==> src/rtl/lsu_regs_port.sv <==
// Multi-cycle RV32I load/store unit attached to the register file's memory-side
// ports. Accepts one decoded memory op at a time, runs a valid/ready bus
// transaction, and writes extended load data back through the memory write port.
//
// state | meaning
// IDLE  | ready for a new instruction; illegal/misaligned ops are rejected here
// REQ   | bus request held stable until mem_req_ready_i
// RWAIT | load issued, waiting for mem_rvalid_i
// WB    | load data ready, waiting for the writeback port to be free
module lsu_regs_port #(
    parameter int XLEN   = 32,
    parameter int REG_AW = 5
) (
    input  logic              clk,
    input  logic              rst,
    input  logic              issue_valid_i,
    output logic              issue_ready_o,
    input  logic              is_store_i,
    input  logic [2:0]        funct3_i,
    input  logic [XLEN-1:0]   base_i,
    input  logic [XLEN-1:0]   imm_i,
    input  logic [REG_AW-1:0] rs2_addr_i,
    input  logic [REG_AW-1:0] rd_addr_i,
    output logic [REG_AW-1:0] reg_read_addr_o,
    input  logic [XLEN-1:0]   reg_read_data_i,
    output logic              reg_write_en_o,
    output logic [REG_AW-1:0] reg_write_addr_o,
    output logic [XLEN-1:0]   reg_write_data_o,
    input  logic              wb_block_i,
    output logic              mem_req_valid_o,
    input  logic              mem_req_ready_i,
    output logic              mem_we_o,
    output logic [XLEN-1:0]   mem_addr_o,
    output logic [XLEN-1:0]   mem_wdata_o,
    output logic [3:0]        mem_wstrb_o,
    input  logic              mem_rvalid_i,
    input  logic [XLEN-1:0]   mem_rdata_i,
    output logic              done_o,
    output logic              err_o,
    output logic [XLEN-1:0]   err_addr_o
);

    typedef enum logic [1:0] {
        S_IDLE  = 2'd0,
        S_REQ   = 2'd1,
        S_RWAIT = 2'd2,
        S_WB    = 2'd3
    } state_t;

    state_t              state_q, state_d;
    logic                mem_req_valid_q, mem_req_valid_d;
    logic                mem_we_q, mem_we_d;
    logic [XLEN-1:0]     mem_addr_q, mem_addr_d;
    logic [XLEN-1:0]     mem_wdata_q, mem_wdata_d;
    logic [3:0]          mem_wstrb_q, mem_wstrb_d;
    logic [REG_AW-1:0]   reg_write_addr_q, reg_write_addr_d;
    logic [XLEN-1:0]     reg_write_data_q, reg_write_data_d;
    logic                done_q, done_d;
    logic                err_q, err_d;
    logic [XLEN-1:0]     err_addr_q, err_addr_d;
    logic [2:0]          funct3_q, funct3_d;
    logic [1:0]          off_q, off_d;

    logic [XLEN-1:0]     ea;
    logic                legal;
    logic                misalign;
    logic [XLEN-1:0]     st_wdata;
    logic [3:0]          st_wstrb;
    logic [XLEN-1:0]     rdata_sh;
    logic [15:0]         ld_half;
    logic [XLEN-1:0]     ld_ext;
    logic                wb_fire;

    // Effective address, legality, alignment and store lane formatting for the offered op.
    always_comb begin
        ea = base_i + imm_i;
        if (is_store_i) begin
            legal = (funct3_i == 3'd0) || (funct3_i == 3'd1) || (funct3_i == 3'd2);
        end else begin
            legal = (funct3_i == 3'd0) || (funct3_i == 3'd1) || (funct3_i == 3'd2) ||
                    (funct3_i == 3'd4) || (funct3_i == 3'd5);
        end
        misalign = ((funct3_i[1:0] == 2'd1) && ea[0]) ||
                   ((funct3_i[1:0] == 2'd2) && (ea[1:0] != 2'b00));
        case (funct3_i[1:0])
            2'd0: begin
                st_wdata = {4{reg_read_data_i[7:0]}};
                st_wstrb = 4'b0001 << ea[1:0];
            end
            2'd1: begin
                st_wdata = {2{reg_read_data_i[15:0]}};
                st_wstrb = ea[1] ? 4'b1100 : 4'b0011;
            end
            default: begin
                st_wdata = reg_read_data_i;
                st_wstrb = 4'b1111;
            end
        endcase
    end

    // Load lane extraction and sign/zero extension using the captured offset and width.
    always_comb begin
        rdata_sh = mem_rdata_i >> {off_q, 3'b000};
        ld_half  = off_q[1] ? mem_rdata_i[31:16] : mem_rdata_i[15:0];
        case (funct3_q)
            3'd0:    ld_ext = {{24{rdata_sh[7]}}, rdata_sh[7:0]};
            3'd1:    ld_ext = {{16{ld_half[15]}}, ld_half};
            3'd4:    ld_ext = {24'h0, rdata_sh[7:0]};
            3'd5:    ld_ext = {16'h0, ld_half};
            default: ld_ext = mem_rdata_i;
        endcase
    end

    // Next-state and registered-output logic.
    always_comb begin
        state_d          = state_q;
        mem_req_valid_d  = mem_req_valid_q;
        mem_we_d         = mem_we_q;
        mem_addr_d       = mem_addr_q;
        mem_wdata_d      = mem_wdata_q;
        mem_wstrb_d      = mem_wstrb_q;
        reg_write_addr_d = reg_write_addr_q;
        reg_write_data_d = reg_write_data_q;
        done_d           = 1'b0;
        err_d            = 1'b0;
        err_addr_d       = err_addr_q;
        funct3_d         = funct3_q;
        off_d            = off_q;
        case (state_q)
            S_IDLE: begin
                if (issue_valid_i) begin
                    if (!legal || misalign) begin
                        done_d     = 1'b1;
                        err_d      = 1'b1;
                        err_addr_d = ea;
                    end else begin
                        state_d         = S_REQ;
                        mem_req_valid_d = 1'b1;
                        mem_we_d        = is_store_i;
                        mem_addr_d      = {ea[31:2], 2'b00};
                        mem_wdata_d     = is_store_i ? st_wdata : '0;
                        mem_wstrb_d     = is_store_i ? st_wstrb : 4'b0000;
                        funct3_d        = funct3_i;
                        off_d           = ea[1:0];
                        if (!is_store_i) begin
                            reg_write_addr_d = rd_addr_i;
                        end
                    end
                end
            end
            S_REQ: begin
                if (mem_req_ready_i) begin
                    mem_req_valid_d = 1'b0;
                    mem_we_d        = 1'b0;
                    mem_wstrb_d     = 4'b0000;
                    if (mem_we_q) begin
                        done_d  = 1'b1;
                        state_d = S_IDLE;
                    end else begin
                        state_d = S_RWAIT;
                    end
                end
            end
            S_RWAIT: begin
                if (mem_rvalid_i) begin
                    reg_write_data_d = ld_ext;
                    state_d          = S_WB;
                end
            end
            S_WB: begin
                if (!wb_block_i) begin
                    state_d = S_IDLE;
                end
            end
            default: state_d = S_IDLE;
        endcase
    end

    // State and output registers, cleared asynchronously so a reset drops any bus request at once.
    always_ff @(posedge clk or posedge rst) begin
        if (rst) begin
            state_q          <= S_IDLE;
            mem_req_valid_q  <= 1'b0;
            mem_we_q         <= 1'b0;
            mem_addr_q       <= '0;
            mem_wdata_q      <= '0;
            mem_wstrb_q      <= 4'b0000;
            reg_write_addr_q <= '0;
            reg_write_data_q <= '0;
            done_q           <= 1'b0;
            err_q            <= 1'b0;
            err_addr_q       <= '0;
            funct3_q         <= 3'd0;
            off_q            <= 2'd0;
        end else begin
            state_q          <= state_d;
            mem_req_valid_q  <= mem_req_valid_d;
            mem_we_q         <= mem_we_d;
            mem_addr_q       <= mem_addr_d;
            mem_wdata_q      <= mem_wdata_d;
            mem_wstrb_q      <= mem_wstrb_d;
            reg_write_addr_q <= reg_write_addr_d;
            reg_write_data_q <= reg_write_data_d;
            done_q           <= done_d;
            err_q            <= err_d;
            err_addr_q       <= err_addr_d;
            funct3_q         <= funct3_d;
            off_q            <= off_d;
        end
    end

    // The writeback port is arbitrated in the same cycle as the write, so the
    // WB-cycle write enable and its done are gated by the current wb_block_i
    // directly from the state register rather than being decided a cycle early.
    always_comb begin
        wb_fire        = (state_q == S_WB) && !wb_block_i;
        reg_write_en_o = wb_fire && (reg_write_addr_q != '0);
        done_o         = done_q | wb_fire;
    end

    assign issue_ready_o    = (state_q == S_IDLE);
    assign reg_read_addr_o  = rs2_addr_i;
    assign reg_write_addr_o = reg_write_addr_q;
    assign reg_write_data_o = reg_write_data_q;
    assign mem_req_valid_o  = mem_req_valid_q;
    assign mem_we_o         = mem_we_q;
    assign mem_addr_o       = mem_addr_q;
    assign mem_wdata_o      = mem_wdata_q;
    assign mem_wstrb_o      = mem_wstrb_q;
    assign err_o            = err_q;
    assign err_addr_o       = err_addr_q;

endmodule

==> config.mk <==
export PLATFORM = sky130hd
export DESIGN_NAME = lsu_regs_port
export DESIGN_NICKNAME = d
export VERILOG_FILES = /design/src/rtl/lsu_regs_port.sv
export SDC_FILE = /design/constraint.sdc
export NUM_CORES = 1
export LEC_CHECK = 0
export BUFFER_PORTS_ARGS = -buffer_cell sky130_fd_sc_hd__buf_2
export CAP_MARGIN = 5
export CORE_ASPECT_RATIO = 2
export CORE_UTILIZATION = 46
export CTS_CLUSTER_DIAMETER = 50
export DETAILED_ROUTE_END_ITERATION = 16
export HOLD_SLACK_MARGIN = 0.06
export PLACE_DENSITY = 0.76
export SYNTH_ARGS = -nofsm -noshare
export SYNTH_HDL_FRONTEND = slang
export SYNTH_SLANG_ARGS = --single-unit
==> constraint.sdc <==
create_clock -name clk -period 4.11 [get_ports clk]
set_input_delay 0.2055 -clock clk [delete_from_list [all_inputs] [get_ports clk]]
set_output_delay 0.2055 -clock clk [all_outputs]
set_load 0.01 [all_outputs]
Word-level counts from Yosys, hierarchy flattened
Cells that the tools add are included.

word-level totals
  bits in registers = 146
  input port bits = 148
  output and inout port bits = 148
  word-level logic and storage cells = 93

cells by class
  add/subtract/negate cells = 1
  eq/ne operators = 17
  shifts and indexed selects = 2
  mux-type cells = 32
  bitwise gates (word level) = 3
  reductions and logical operators = 25

operator list
  cell                                                                   number
  32-bit case mux with 4 select lines                                    1
  32-bit case mux with 2 select lines                                    1
  32-bit adder                                                           1
  32-bit 2-to-1 mux                                                      1
  32-bit by 5-bit >> shifter with 8-bit output                           1
  4-bit 2-to-1 mux                                                       5
  16-bit 2-to-1 mux                                                      1
  4-bit case mux with 2 select lines                                     2
  3-bit equality test, second input constant                             4
  2-bit 2-to-1 mux                                                       6
  1-bit 2-to-1 mux                                                       11
  2-bit != test, second input constant                                   5
  2-bit case mux with 4 select lines                                     1
  4-bit AND reduction                                                    2
  2-bit equality test, second input constant                             3
  3-bit by 1-bit equality test with 1-bit output, second input constant  2
  3-bit logical NOT                                                      2
  1-bit logical OR                                                       6
  1-bit case mux with 2 select lines                                     3
  3-bit AND reduction                                                    2
  5-bit AND reduction                                                    1
  5-bit nonzero test                                                     1
  2-bit by 1-bit equality test with 1-bit output, second input constant  2
  1-bit logical AND                                                      4
  8 further kinds                                                        12

Longest topological paths before layout
Gate-level depths: netlist (run 1).

  word-level depth = 11
  gate-level depth with buffers = 11
  mapped depth without buffers = 10

Worst setup path after synthesis (run 1)
Ideal clock, no wire load.

  path type = input to register
  start = input base_i[0]
  end = register err_addr_q[26] (netlist: err_addr_o[26])
  library setup time = 0.092 ns
  arrival = 2.318 ns
  required time = 4.018 ns
  setup slack = 1.701 ns
  stages on the path = 10
  path buffers = 0
  path through = ha_1 > inv_1 > fa_1 > and2b_1 > o2111ai_2 > a211oi_4 > a211oi_2 > or3_1 > and3b_1 > o31ai_2

between the ends
  word-level cells in the longest chain between the ends = 6
  elaborated cells on any way between the ends = 7
  those cells by class = 1 x add/sub; 6 x reduce/logical

ends and longest elaborated chain
  item                           RTL line  text
  start: declaration             20        input logic [XLEN-1:0] base_i,
  32-bit adder (*)               76        ea = base_i + imm_i;
  2-bit nonzero test             84        ((funct3_i[1:0] == 2'd2) && (ea[1:0] != 2'b00));
  1-bit logical AND              84
  1-bit logical OR               83        misalign = ((funct3_i[1:0] == 2'd1) && ea[0]) ||
  1-bit logical OR               132       if (!legal || misalign) begin
  3-bit AND reduction (no line)  -
  end signal: assignment         206       err_addr_q <= err_addr_d;
  end: declaration               60        logic [XLEN-1:0] err_addr_q, err_addr_d;

Every way passes the cells marked *; elsewhere a longest branch is shown, timed or not.
A chain may end at the register's enable or synchronous reset.

Worst setup path after layout (run 1)
  start = register off_q[1]
  end = register reg_write_data_q[7] (netlist: reg_write_data_o[7])

between the ends
  word-level cells in the longest chain between the ends = 2
  elaborated cells on any way between the ends = 3
  those cells by class = 1 x shift; 2 x mux

ends and longest elaborated chain
  item                                                                               RTL line  text
  start: declaration                                                                 62        logic [1:0] off_q, off_d;
  start signal: assignment                                                           194       off_q <= 2'd0;
  start signal: assignment                                                           208       off_q <= off_d;
  32-bit by 5-bit >> shifter with 8-bit output or 16-bit 2-to-1 mux (tied branches)  103, 104
  32-bit case mux with 4 select lines (*)                                            105       case (funct3_q)
  end signal: assignment                                                             203       reg_write_data_q <= reg_write_data_d;
  end: declaration                                                                   57        logic [XLEN-1:0] reg_write_data_q, reg_write_data_d;

Marked as above.

==> results of run 1 <==
## logic make-up after synthesis
| kind of cell | after synthesis |
|---|---|
| muxes | 42 |
| xor gates and xnor gates | 25 |
| AOI/OAI and AO/OA | 258 |
| and+or+nand+nor | 372 |
| other | 1 |
| adders and majority gates | 32 |
| buffers and inverters | 79 |
| DFF | 146 |
## layout make-up
cell class	count	area [um2]	share of cell area [%]
Clock buffer	21	460	4.36
Clock inverter	10	110	1.04
Inverter	17	67.6	0.639
Multi-Input combinational cell	731	4290	40.6
Sequential cell	146	3650	34.6
Tap cell	210	263	2.49
Timing Repair Buffer	314	1730	16.3
## worst register-to-register path: stages (launching register included)
cell,delay (ns)
sky130_fd_sc_hd__dfrtp_1,0.87
sky130_fd_sc_hd__clkinv_1,0.54
sky130_fd_sc_hd__nor2_1,0.61
sky130_fd_sc_hd__a21o_1,0.20
sky130_fd_sc_hd__a22oi_1,0.05
sky130_fd_sc_hd__a21oi_1,0.18
sky130_fd_sc_hd__a21o_1,0.11
## cells in the final DEF, fill, tap and decap left out, types with 3 or more instances in the layout
cell,Yosys,final
sky130_fd_sc_hd__a211o_1,4,4
sky130_fd_sc_hd__a21o_1,11,11
sky130_fd_sc_hd__a21oi_1,62,62
sky130_fd_sc_hd__a221oi_1,8,8
sky130_fd_sc_hd__a22o_1,7,7
sky130_fd_sc_hd__a31oi_1,13,13
sky130_fd_sc_hd__and2_1,5,5
sky130_fd_sc_hd__and4_1,3,3
sky130_fd_sc_hd__buf_2,6,283
sky130_fd_sc_hd__buf_4,7,8
sky130_fd_sc_hd__clkbuf_16,0,17
sky130_fd_sc_hd__clkinv_2,0,5
sky130_fd_sc_hd__dfrtp_1,146,146
sky130_fd_sc_hd__dlygate4sd3_1,0,21
sky130_fd_sc_hd__ha_1,31,31
sky130_fd_sc_hd__inv_1,15,14
sky130_fd_sc_hd__mux2_1,6,6
sky130_fd_sc_hd__mux2_2,16,16
sky130_fd_sc_hd__mux2i_1,19,19
sky130_fd_sc_hd__nand2_1,205,204
sky130_fd_sc_hd__nand2b_1,4,4
sky130_fd_sc_hd__nand3_1,50,49
sky130_fd_sc_hd__nand3b_1,3,3
sky130_fd_sc_hd__nand4_1,8,8
sky130_fd_sc_hd__nor2_1,66,65
sky130_fd_sc_hd__nor2b_1,7,7
sky130_fd_sc_hd__nor3_1,11,11
sky130_fd_sc_hd__o211ai_1,3,3
sky130_fd_sc_hd__o21a_1,5,5
sky130_fd_sc_hd__o21ai_0,53,53
sky130_fd_sc_hd__o21ai_1,57,57
sky130_fd_sc_hd__o21bai_1,3,3
sky130_fd_sc_hd__o31ai_1,6,6
sky130_fd_sc_hd__xnor2_1,14,14
sky130_fd_sc_hd__xor2_1,11,11
## how the worst max path moves through the flow
stage,start,end,cells past startpoint
final,off_q[1]$_DFFE_PP0P_,reg_write_data_o[7]$_DFFE_PP0P_,6
after global routing,base_i[0],reg_write_addr_o[2]$_DFFE_PP0P_,9
after CTS,base_i[0],reg_write_addr_o[1]$_DFFE_PP0P_,9
after detailed placement,base_i[0],reg_write_addr_o[1]$_DFFE_PP0P_,9
after global placement,base_i[0],mem_addr_o[24]$_DFFE_PP0P_,11
after floorplan,base_i[0],err_addr_o[26]$_DFFE_PP0P_,10
## state kept, by name (all words and copies together) (netlist names), named ones only
register and cells:
done_q 1, err_addr_o 32, err_o 1, funct3_q 3, mem_addr_o 30, mem_req_valid_o 1
mem_wdata_o 32, mem_we_o 1, mem_wstrb_o 4, off_q 2, reg_write_addr_o 5, reg_write_data_o 32
state_q 1
## metal layers
metal / track usage, % / part of all wire, % / vias up
met4: 20.4 / 6.7 / 0
met3: 4.79 / 4.1 / 98
li1: - / - / 3889
met1: 27.5 / 34 / 3788
met5: 0 / 0 / -
met2: 52.9 / 55 / 315
## metrics by stage
step	total power, W	instances	utilization, %
floorplan	0.00410	956	-
global placement	0.00521	1397	56.1
detailed placement	0.00528	1397	56.1
CTS	0.00683	1449	60.6
global route	0.00725	1449	60.6
finish	0.00679	1449	60.6
## power groups by stage
stage          logic, W  registers [W]  clock network, W
6_report        0.00275        0.00253           0.00151
5_1_grt         0.00305        0.00260           0.00159
4_1_cts         0.00277        0.00252           0.00153
3_5_place_dp    0.00274        0.00254                 0
3_3_place_gp    0.00268        0.00253                 0
2_1_floorplan   0.00140        0.00270                 0
==> metrics.txt, run 1 <==
peak per-stage delay on the critical path between 0.8 and 0.9 ns; Critical Path, Cell by Cell clkinv_1 -> nor2_1 -> a21o_1 -> a22oi_1 -> a21oi_1 -> a21o_1; xor/xnor cell area share of the yosys netlist 2.65%; remaining global-route overflow 0; number of flops mapped to enable cells by yosys 0; headroom to the max-slew limit a little under a third; Power per Cell Area 643 nW/um2; length in cells of the worst reg-to-reg path 6; actual transition at the worst max-transition pin between 1 and 1.5 ns; sequential cell area fraction in the yosys report 44.3%; dominant cell by count in the synthesized netlist sky130_fd_sc_hd__nand2_1; worst hold path cell count 3; number of optimization iterations in the first detailed-route pass 5; post-synthesis cell count 955; total number of vias 8,090; power share of the sequential group between 30 and 40%; dominant delay contributor by cell family on the critical path flip-flops; top area cells in the synthesized netlist sky130_fd_sc_hd__dfrtp_1, sky130_fd_sc_hd__nand2_1, sky130_fd_sc_hd__ha_1, sky130_fd_sc_hd__a21oi_1, sky130_fd_sc_hd__o21ai_1; share of synthesized area spent on multiplexers 5.58%; initial standard-cell utilization of the core 47.3%; clock-pin slew of the registers on the worst-case setup and hold paths roughly 0.06 ns; power share of the clock group between 20% and 30%; mean number of vias per cell 5.58; RSZ-0062 raised after global routing false; net switching component of the power approximately 0.0027 W; first-pass GRT wire length 41,200 um; standard cell core area between 15,000 and 20,000 um2; launch instance of the worst min-delay path mem_rdata_i[17]; Leakage approximately 5.4 nW; Final setup viols 0; count of state elements after synthesis ~150; post-cts resize count 0; most instantiated cells after synthesis sky130_fd_sc_hd__nand2_1, sky130_fd_sc_hd__dfrtp_1, sky130_fd_sc_hd__nor2_1; synthesized area 8250 um2; Max rail drop VDD around 0.33 mV; post-route ant nets 0; dominant combinational cell family by area after synthesis simple AND/OR/NAND/NOR gates; die outline area between 15,000 and 20,000 um2; top fanout value on the critical path 19; 1st-iter DRT viols ~280; total inserted antenna cells 0; status finished, final reports clean; overall die width a little under 100 um; # nets final around 1,400; area share of the largest cell type after synthesis 44.3%; number of hold-slack violations in the final timing report 0; placer's final routability congestion estimate about 0.92; relative area change from synthesis to final layout 28.1%; async set-or-reset flop fraction in the synthesized netlist 100%; setup clock skew after layout roughly 0.012 ns; Synth area leader sky130_fd_sc_hd__dfrtp_1; Port Buffer Count about 280; setup bufs post-CTS 0; Placed Area about 9800 um2; CTS Root Buffer Type sky130_fd_sc_hd__clkbuf_16; Final Max Slew Viols 0; y dimension of the die ~190 um; per-cell routed wire length 18.0 um; post-synthesis compound-gate area fraction 19.1%; worst endpoint required time 4.46 ns; layout cell share with drive strength beyond 1 roughly 28%; master of the slowest instance on the critical path sky130_fd_sc_hd__dfrtp_1; Crit. End Element flop; hold worst-path end reg_write_data_o[17]$_DFFE_PP0P_; cell internal power dissipation 0.00411 W; CTS H-Tree Depth 4; largest net degree at the start of global routing roughly 150; CTS Buf Count 17; post-route setup TNS 0 ns; number of warnings printed during yosys synthesis 0; proportion of total power due to net switching a little under 40%; clock tree from TritonCTS built; dominant register cell in the synthesized netlist sky130_fd_sc_hd__dfrtp_1; crit path setup slack, layout 1.48 ns; top achievable clock speed ~380 MHz; Unique masters post-synth 69; cell row count a little under 70; register-to-register setup slack about 1.5 ns; CP most frequent cell sky130_fd_sc_hd__a21o_1; Hold Worst Slack around 0.073 ns; dpl hpwl 19,800 um; number of buffer and inverter stages on the critical path 1; total routing resource utilization after global routing about 28%; mean area per synthesized cell approximately 8.6 um2; IO Count between 200 and 300; startpoint of the most critical register-to-register path off_q[1]$_DFFE_PP0P_; max cap viols 0; fraction of power consumed by combinational cells 40.5%; wire length after detailed routing around 26,000 um; RR Endpoint reg_write_data_o[7]$_DFFE_PP0P_; Arrival @ worst endpoint between 2 and 3 ns; FILL cells about 1,500; vias in the first global route ~8,000; Worst setup SP type flop; min Tclk post-route between 2 and 3 ns; hold-fix buffer count after cts 21; adder-cell share of the synthesized area 4.94%; Hold WC Path Type input pin to flop; Final Cell Area approximately 11,000 um2; drt drc 0; source-to-sink clock delay at the later pin of the worst-skew pair approximately 0.43 ns; ratio of final minimum period to clock period between 60 and 70%; simple-gate area share of the yosys netlist approximately 19%; number of antenna violations at the first check in global routing 0; path type of the worst setup path flop to flop; CTS max path bufs 2; CTS sink cnt 146; setup slack at placement ~1.1 ns
No activity file was read; power rests on OpenSTA's default activity.
==> run 2, diff against run 1 <==
- CORE_UTILIZATION: 46 -> 50
- PLACE_DENSITY: 0.76 -> 0.78
- clock period: 4.11 -> 2.7 ns (I/O delays scaled with it)
==> metrics.txt, run 2 (synthesis gave the netlist of run 1 again) <==
initial standard-cell utilization of the core 51.0% (+3.7 points); first-pass GRT wire length 42,700 um (+3.7%); CTS sink cnt 146 (unchanged); setup clock skew after layout 0.00996 ns (-0.00229 ns); post-route ant nets 0 (unchanged); source-to-sink clock delay at the later pin of the worst-skew pair 0.43 ns (about the same); die outline area 17,000 um2 (-7.9%); remaining global-route overflow 0 (unchanged); total number of vias 8,460 (+4.6%); IO Count 296 (unchanged); number of antenna violations at the first check in global routing 1 (+1); headroom to the max-slew limit 45.3% (+14 points); hold-fix buffer count after cts 47 (+120%); multi-input logic area 4290 um2 (unchanged); drt drc 0 (unchanged); most frequent cells in the layout sky130_fd_sc_hd__buf_2, sky130_fd_sc_hd__nand2_1, sky130_fd_sc_hd__dfrtp_1; relative area change from synthesis to final layout 34.1%; Leakage 5.61 nW (+4.2%); worst endpoint required time 3.01 ns (-1.45 ns); post-route setup TNS 0 ns (unchanged); clock-pin slew of the registers on the worst-case setup and hold paths 0.06 ns (about the same); most frequent standard cell in the layout excluding fill and tap cells sky130_fd_sc_hd__buf_2; Hold Worst Slack 0.0778 ns (+0.00439 ns); total routing resource utilization after global routing 32.7% (+4.5 points); RSZ-0062 raised after global routing false; dpl hpwl 19,900 um (+0.42%); Worst setup SP type input pin; top achievable clock speed ~460 MHz; layout cell share with drive strength beyond 1 29.0% (+0.54 points); total area of sequential cells 3650 um2 (unchanged); # nets final 1,452 (+3.2%); FILL cells 1,339 (-12%); vias in the first global route 8,491 (+3.7%); max cap viols 0 (unchanged); Crit. End Element flop; Power per Cell Area 980 nW/um2 (+53%); CTS H-Tree Depth 4 (unchanged); cell row count 66 (-2.9%); CTS max path bufs 2 (unchanged); min Tclk post-route between 2 and 2.5 ns; path type of the worst setup path input pin to flop; crit path setup slack, layout 0.508 ns (-0.976 ns); overall die width 92.8 um (-4.0%); Arrival @ worst endpoint 2.51 ns (-0.47 ns); Port Buffer Count 283 (unchanged); setup slack at placement 0.0707 ns (-0.987 ns); setup bufs post-CTS 0 (unchanged); y dimension of the die 184 um (-4.0%); post-cts resize count 0 (unchanged); number of optimization iterations in the first detailed-route pass 5 (unchanged); per-cell routed wire length 18.2 um (+1.5%); wire length after detailed routing 27,200 um (+4.3%); Final setup viols 0 (unchanged); 1st-iter DRT viols 412 (+49%); number of hold-slack violations in the final timing report 0 (unchanged); standard cell core area 16,200 um2 (-7.2%); CTS Buf Count 17 (unchanged); Max rail drop VDD 0.509 mV (+55%); largest net degree at the start of global routing 147 (unchanged); clock tree from TritonCTS built; Hold WC Path Type input pin to flop; top fanout value on the critical path 5 (-14); placer's final routability congestion estimate 0.966 (+4.8%); ratio of final minimum period to clock period 81.2%; Final Max Slew Viols 0 (unchanged); mean number of vias per cell 5.68 (+1.7%); actual transition at the worst max-transition pin 0.820 ns (-0.214 ns); post-layout total power 0.0108 W (+60%); status finished, final reports clean; CTS Root Buffer Type sky130_fd_sc_hd__clkbuf_16
==> run 2: cell count changes in the layout (fill, tap and decap cells not counted), moves of 2 or more <==
| cell | delta |
|---|---|
| sky130_fd_sc_hd__clkinv_2 | -4 |
| sky130_fd_sc_hd__bufinv_16 | +3 |
| sky130_fd_sc_hd__buf_4 | +18 |
| sky130_fd_sc_hd__dlygate4sd3_1 | +26 |
| sky130_fd_sc_hd__clkinvlp_4 | +2 |
==> run 2: per-stage QoR <==
step                instance area, um2  utilization (%)  instances
floorplan                         8260                -        956
global placement                  9940             61.4       1410
finish                           11100             68.3       1490
detailed placement                9940             61.4       1410
global route                     11100             68.3       1490
CTS                              11100             68.3       1489
==> run 2: where the power goes <==
group	switching, W	internal, W	leakage (nW)
Combinational	0.00265	0.00180	3.48
Sequential	0.000610	0.00316	1.83
Clock	0.000955	0.00167	0.307
Total	0.00421	0.00663	5.61
==> run 2: routing by layer <==
layer / GRT usage (%) / up-vias / part of all wire, %
met3: 6.24 / 137 / 5.5
met2: 60.3 / 398 / 54
li1: - / 3978 / -
met4: 23.1 / 0 / 7.2
met1: 31.7 / 3947 / 33
met5: 0 / - / 0
==> run 2: area by class of cell <==
class,instances,area share (%)
diodes,1,0.0226
clock buffers,20,4.04
clock inverters,12,1.84
inverters,17,0.611
multi-input cells,731,38.8
flip-flops and latches,146,33.0
well taps,204,2.31
repair buffers,359,19.4
==> run 2: critical path: stages <==
cell                       delay (ns)
sky130_fd_sc_hd__buf_2           0.10
sky130_fd_sc_hd__ha_1            0.41
sky130_fd_sc_hd__a21o_2          0.20
sky130_fd_sc_hd__a31oi_1         0.12
sky130_fd_sc_hd__a2111o_1        0.52
sky130_fd_sc_hd__a31oi_1         0.43
sky130_fd_sc_hd__a41oi_1         0.22
sky130_fd_sc_hd__xnor2_1         0.27
sky130_fd_sc_hd__o21ai_1         0.09
==> run 2: worst paths after layout <==
kind	from	endpoint	slack [ns]	cells past startpoint
worst max-delay path	base_i[4]	err_addr_o[31]$_DFFE_PP0P_	0.51	9
worst min-delay path	reg_read_data_i[25]	mem_wdata_o[25]$_DFFE_PP0P_	0.08	5
worst max register to register	off_q[1]$_DFFE_PP0P_	reg_write_data_o[19]$_DFFE_PP0P_	0.72	8
worst min register to register	mem_wdata_o[20]$_DFFE_PP0P_	mem_wdata_o[20]$_DFFE_PP0P_	0.47	2
max in group asynchronous	rst	mem_wdata_o[23]$_DFFE_PP0P_	1.59	4
min in group asynchronous	rst	reg_write_data_o[13]$_DFFE_PP0P_	0.46	4
==> run 3, diff against run 2 <==
- CORE_UTILIZATION: 50 -> 46
- PLACE_DENSITY: 0.78 -> 0.76
- clock period: 2.7 -> 1.8 ns (I/O delays scaled with it)
==> metrics.txt, run 3 (synthesis gave the netlist of run 1 again) <==
status complete, but fails checks; violated checks negative setup slack; post-route ant nets 0 (unchanged); total routing resource utilization after global routing 33.1% (+0.41 points); Max rail drop VDD 0.710 mV (+40%); number of hold-slack violations in the final timing report 0 (unchanged); wire length after detailed routing 31,100 um (+15%); die outline area 18,500 um2 (+8.6%); setup slack at placement -0.719 ns (-0.790 ns); per-cell routed wire length 19.1 um (+4.5%); vias in the first global route 9,521 (+12%); actual transition at the worst max-transition pin 0.648 ns (-0.172 ns); Placed Cells 1,518 (+7.7%); layout cell share with drive strength beyond 1 37.7% (+8.6 points); top achievable clock speed about 500 MHz; source-to-sink clock delay at the later pin of the worst-skew pair 0.42 ns (about the same); remaining global-route overflow 0 (unchanged); largest net degree at the start of global routing 83 (-44%); final core area utilization 72.4% (+4.0 points); most frequent standard cell in the layout excluding fill and tap cells sky130_fd_sc_hd__buf_2; IO Count 296 (unchanged); RSZ-0062 raised after global routing true; headroom to the max-slew limit 56.6% (+11 points); CTS Root Buffer Type sky130_fd_sc_hd__clkbuf_16; post-route setup TNS -2.77 ns (-2.77 ns); first-pass GRT wire length 47,800 um (+12%); number of optimization iterations in the first detailed-route pass 5 (unchanged); # nets final 1,588 (+9.4%); mean number of vias per cell 5.59 (-1.6%); drt drc 0 (unchanged); 1st-iter DRT viols 394 (-4.4%); cell row count 68 (+3.0%); worst endpoint required time 2.13 ns (-0.88 ns); Final setup viols 23 (+23); overall die width 96.7 um (+4.2%); y dimension of the die 191 um (+4.2%); most frequent cells in the layout sky130_fd_sc_hd__buf_2, sky130_fd_sc_hd__nand2_1, sky130_fd_sc_hd__dfrtp_1; Worst setup SP type input pin; Arrival @ worst endpoint 2.34 ns (-0.17 ns); standard cell core area 17,400 um2 (+7.8%); setup clock skew after layout 0.0125 ns (+0.00251 ns); total number of vias 9,128 (+7.9%); CTS max path bufs 2 (unchanged); non-filler cells in the finished layout 1,634 (+9.7%); max cap viols 0 (unchanged); dpl hpwl 21,700 um (+9.3%); ratio of final minimum period to clock period 112%; Leakage 6.32 nW (+13%); placer's final routability congestion estimate 0.904 (-6.4%); Port Buffer Count 283 (unchanged); Final Max Slew Viols 0 (unchanged); CTS sink cnt 146 (unchanged); top fanout value on the critical path 2 (-3); relative area change from synthesis to final layout 53.0%; number of antenna violations at the first check in global routing 4 (+3); register-to-register setup slack 0.06 ns (-0.66 ns); clock-pin slew of the registers on the worst-case setup and hold paths 0.06 ns (about the same); CTS H-Tree Depth 4 (unchanged); FILL cells 1,274 (-4.9%); Crit. End Element flop; crit path setup slack, layout -0.211 ns (-0.719 ns); initial standard-cell utilization of the core 47.3% (-3.7 points); clock tree from TritonCTS built; Hold WC Path Type input pin to flop; Power per Cell Area 1330 nW/um2 (+35%); path type of the worst setup path input pin to flop; min Tclk post-route about 2 ns; CTS Buf Count 17 (unchanged)
[run 3: changes by cell type in the layout (fill, tap and decap cells not counted), sizes merged]
cell | previous run | this run
bufinv | 5 | 1
inv | 16 | 17
buf | 312 | 422
diode | 1 | 4
clkinv | 4 | 5
clkinvlp | 4 | 5
dlygate4sd3 | 47 | 73
[run 3: cell type report]
class                   instances  area, um2  area share, %
diodes                          4       10.0         0.0793
clock buffers                  20        457           3.62
clock inverters                11        105          0.833
inverters                      17       67.6          0.535
multi-input cells             731       4740           37.5
flip-flops and latches        146       3650           28.9
well taps                     210        263           2.08
repair buffers                495       3330           26.4
[run 3: report_power, final]
part	internal [W]	switching [W]
Combinational	0.00327	0.00440
Sequential	0.00474	0.000909
Clock	0.00197	0.00144
[run 3: per-stage QoR]
step | cell area, um2 | power (W) | hold slack (ns)
finish | 12600 | 0.0167 | 0.101
global route | 12600 | 0.0177 | 0.0899
CTS | 12400 | 0.0165 | 0.0690
detailed placement | 11000 | 0.0128 | 0.180
global placement | 11000 | 0.0126 | 0.180
floorplan | 8560 | 0.00951 | 0.226
[run 3: worst paths after layout]
kind / from / to / cells past startpoint
min in group asynchronous: rst / reg_write_addr_o[1]$_DFFE_PP0P_ / 4
worst min-delay path: base_i[0] / err_addr_o[0]$_DFFE_PP0P_ / 4
max in group asynchronous: rst / mem_wdata_o[20]$_DFFE_PP0P_ / 4
worst min register to register: mem_wdata_o[22]$_DFFE_PP0P_ / mem_wdata_o[22]$_DFFE_PP0P_ / 2
worst max register to register: off_q[1]$_DFFE_PP0P_ / reg_write_data_o[9]$_DFFE_PP0P_ / 8
worst max-delay path: imm_i[0] / mem_addr_o[26]$_DFFE_PP0P_ / 11
[run 3: worst max-delay path, stage by stage]
cell and delay, ns:
sky130_fd_sc_hd__buf_6 0.07, sky130_fd_sc_hd__ha_4 0.13, sky130_fd_sc_hd__inv_2 0.03, sky130_fd_sc_hd__fa_2 0.34
sky130_fd_sc_hd__and2b_1 0.25, sky130_fd_sc_hd__o2111ai_2 0.17, sky130_fd_sc_hd__a211oi_4 0.35, sky130_fd_sc_hd__a211oi_4 0.14
sky130_fd_sc_hd__or3_4 0.35, sky130_fd_sc_hd__and3b_1 0.19, sky130_fd_sc_hd__o31ai_1 0.23
[run 3: routing by layer]
layer	global-route usage [%]	up-vias	routed length (um)	part of all wire, %
met3	5.30	149	1520	4.9
li1	-	4256	-	-
met4	27.0	2	2460	7.9
met1	30.7	4310	10100	32
met2	62.6	411	17100	55
met5	0	-	12	0.039
[run 3: repair_timing]
item	CTS	global route
gates cloned	0	0
pin swaps	15	23
endpoints found under the hold margin	217	0
buffers inserted	2	6
hold buffers	73	0
resized for setup	12	33
endpoints found under the setup margin	37	42
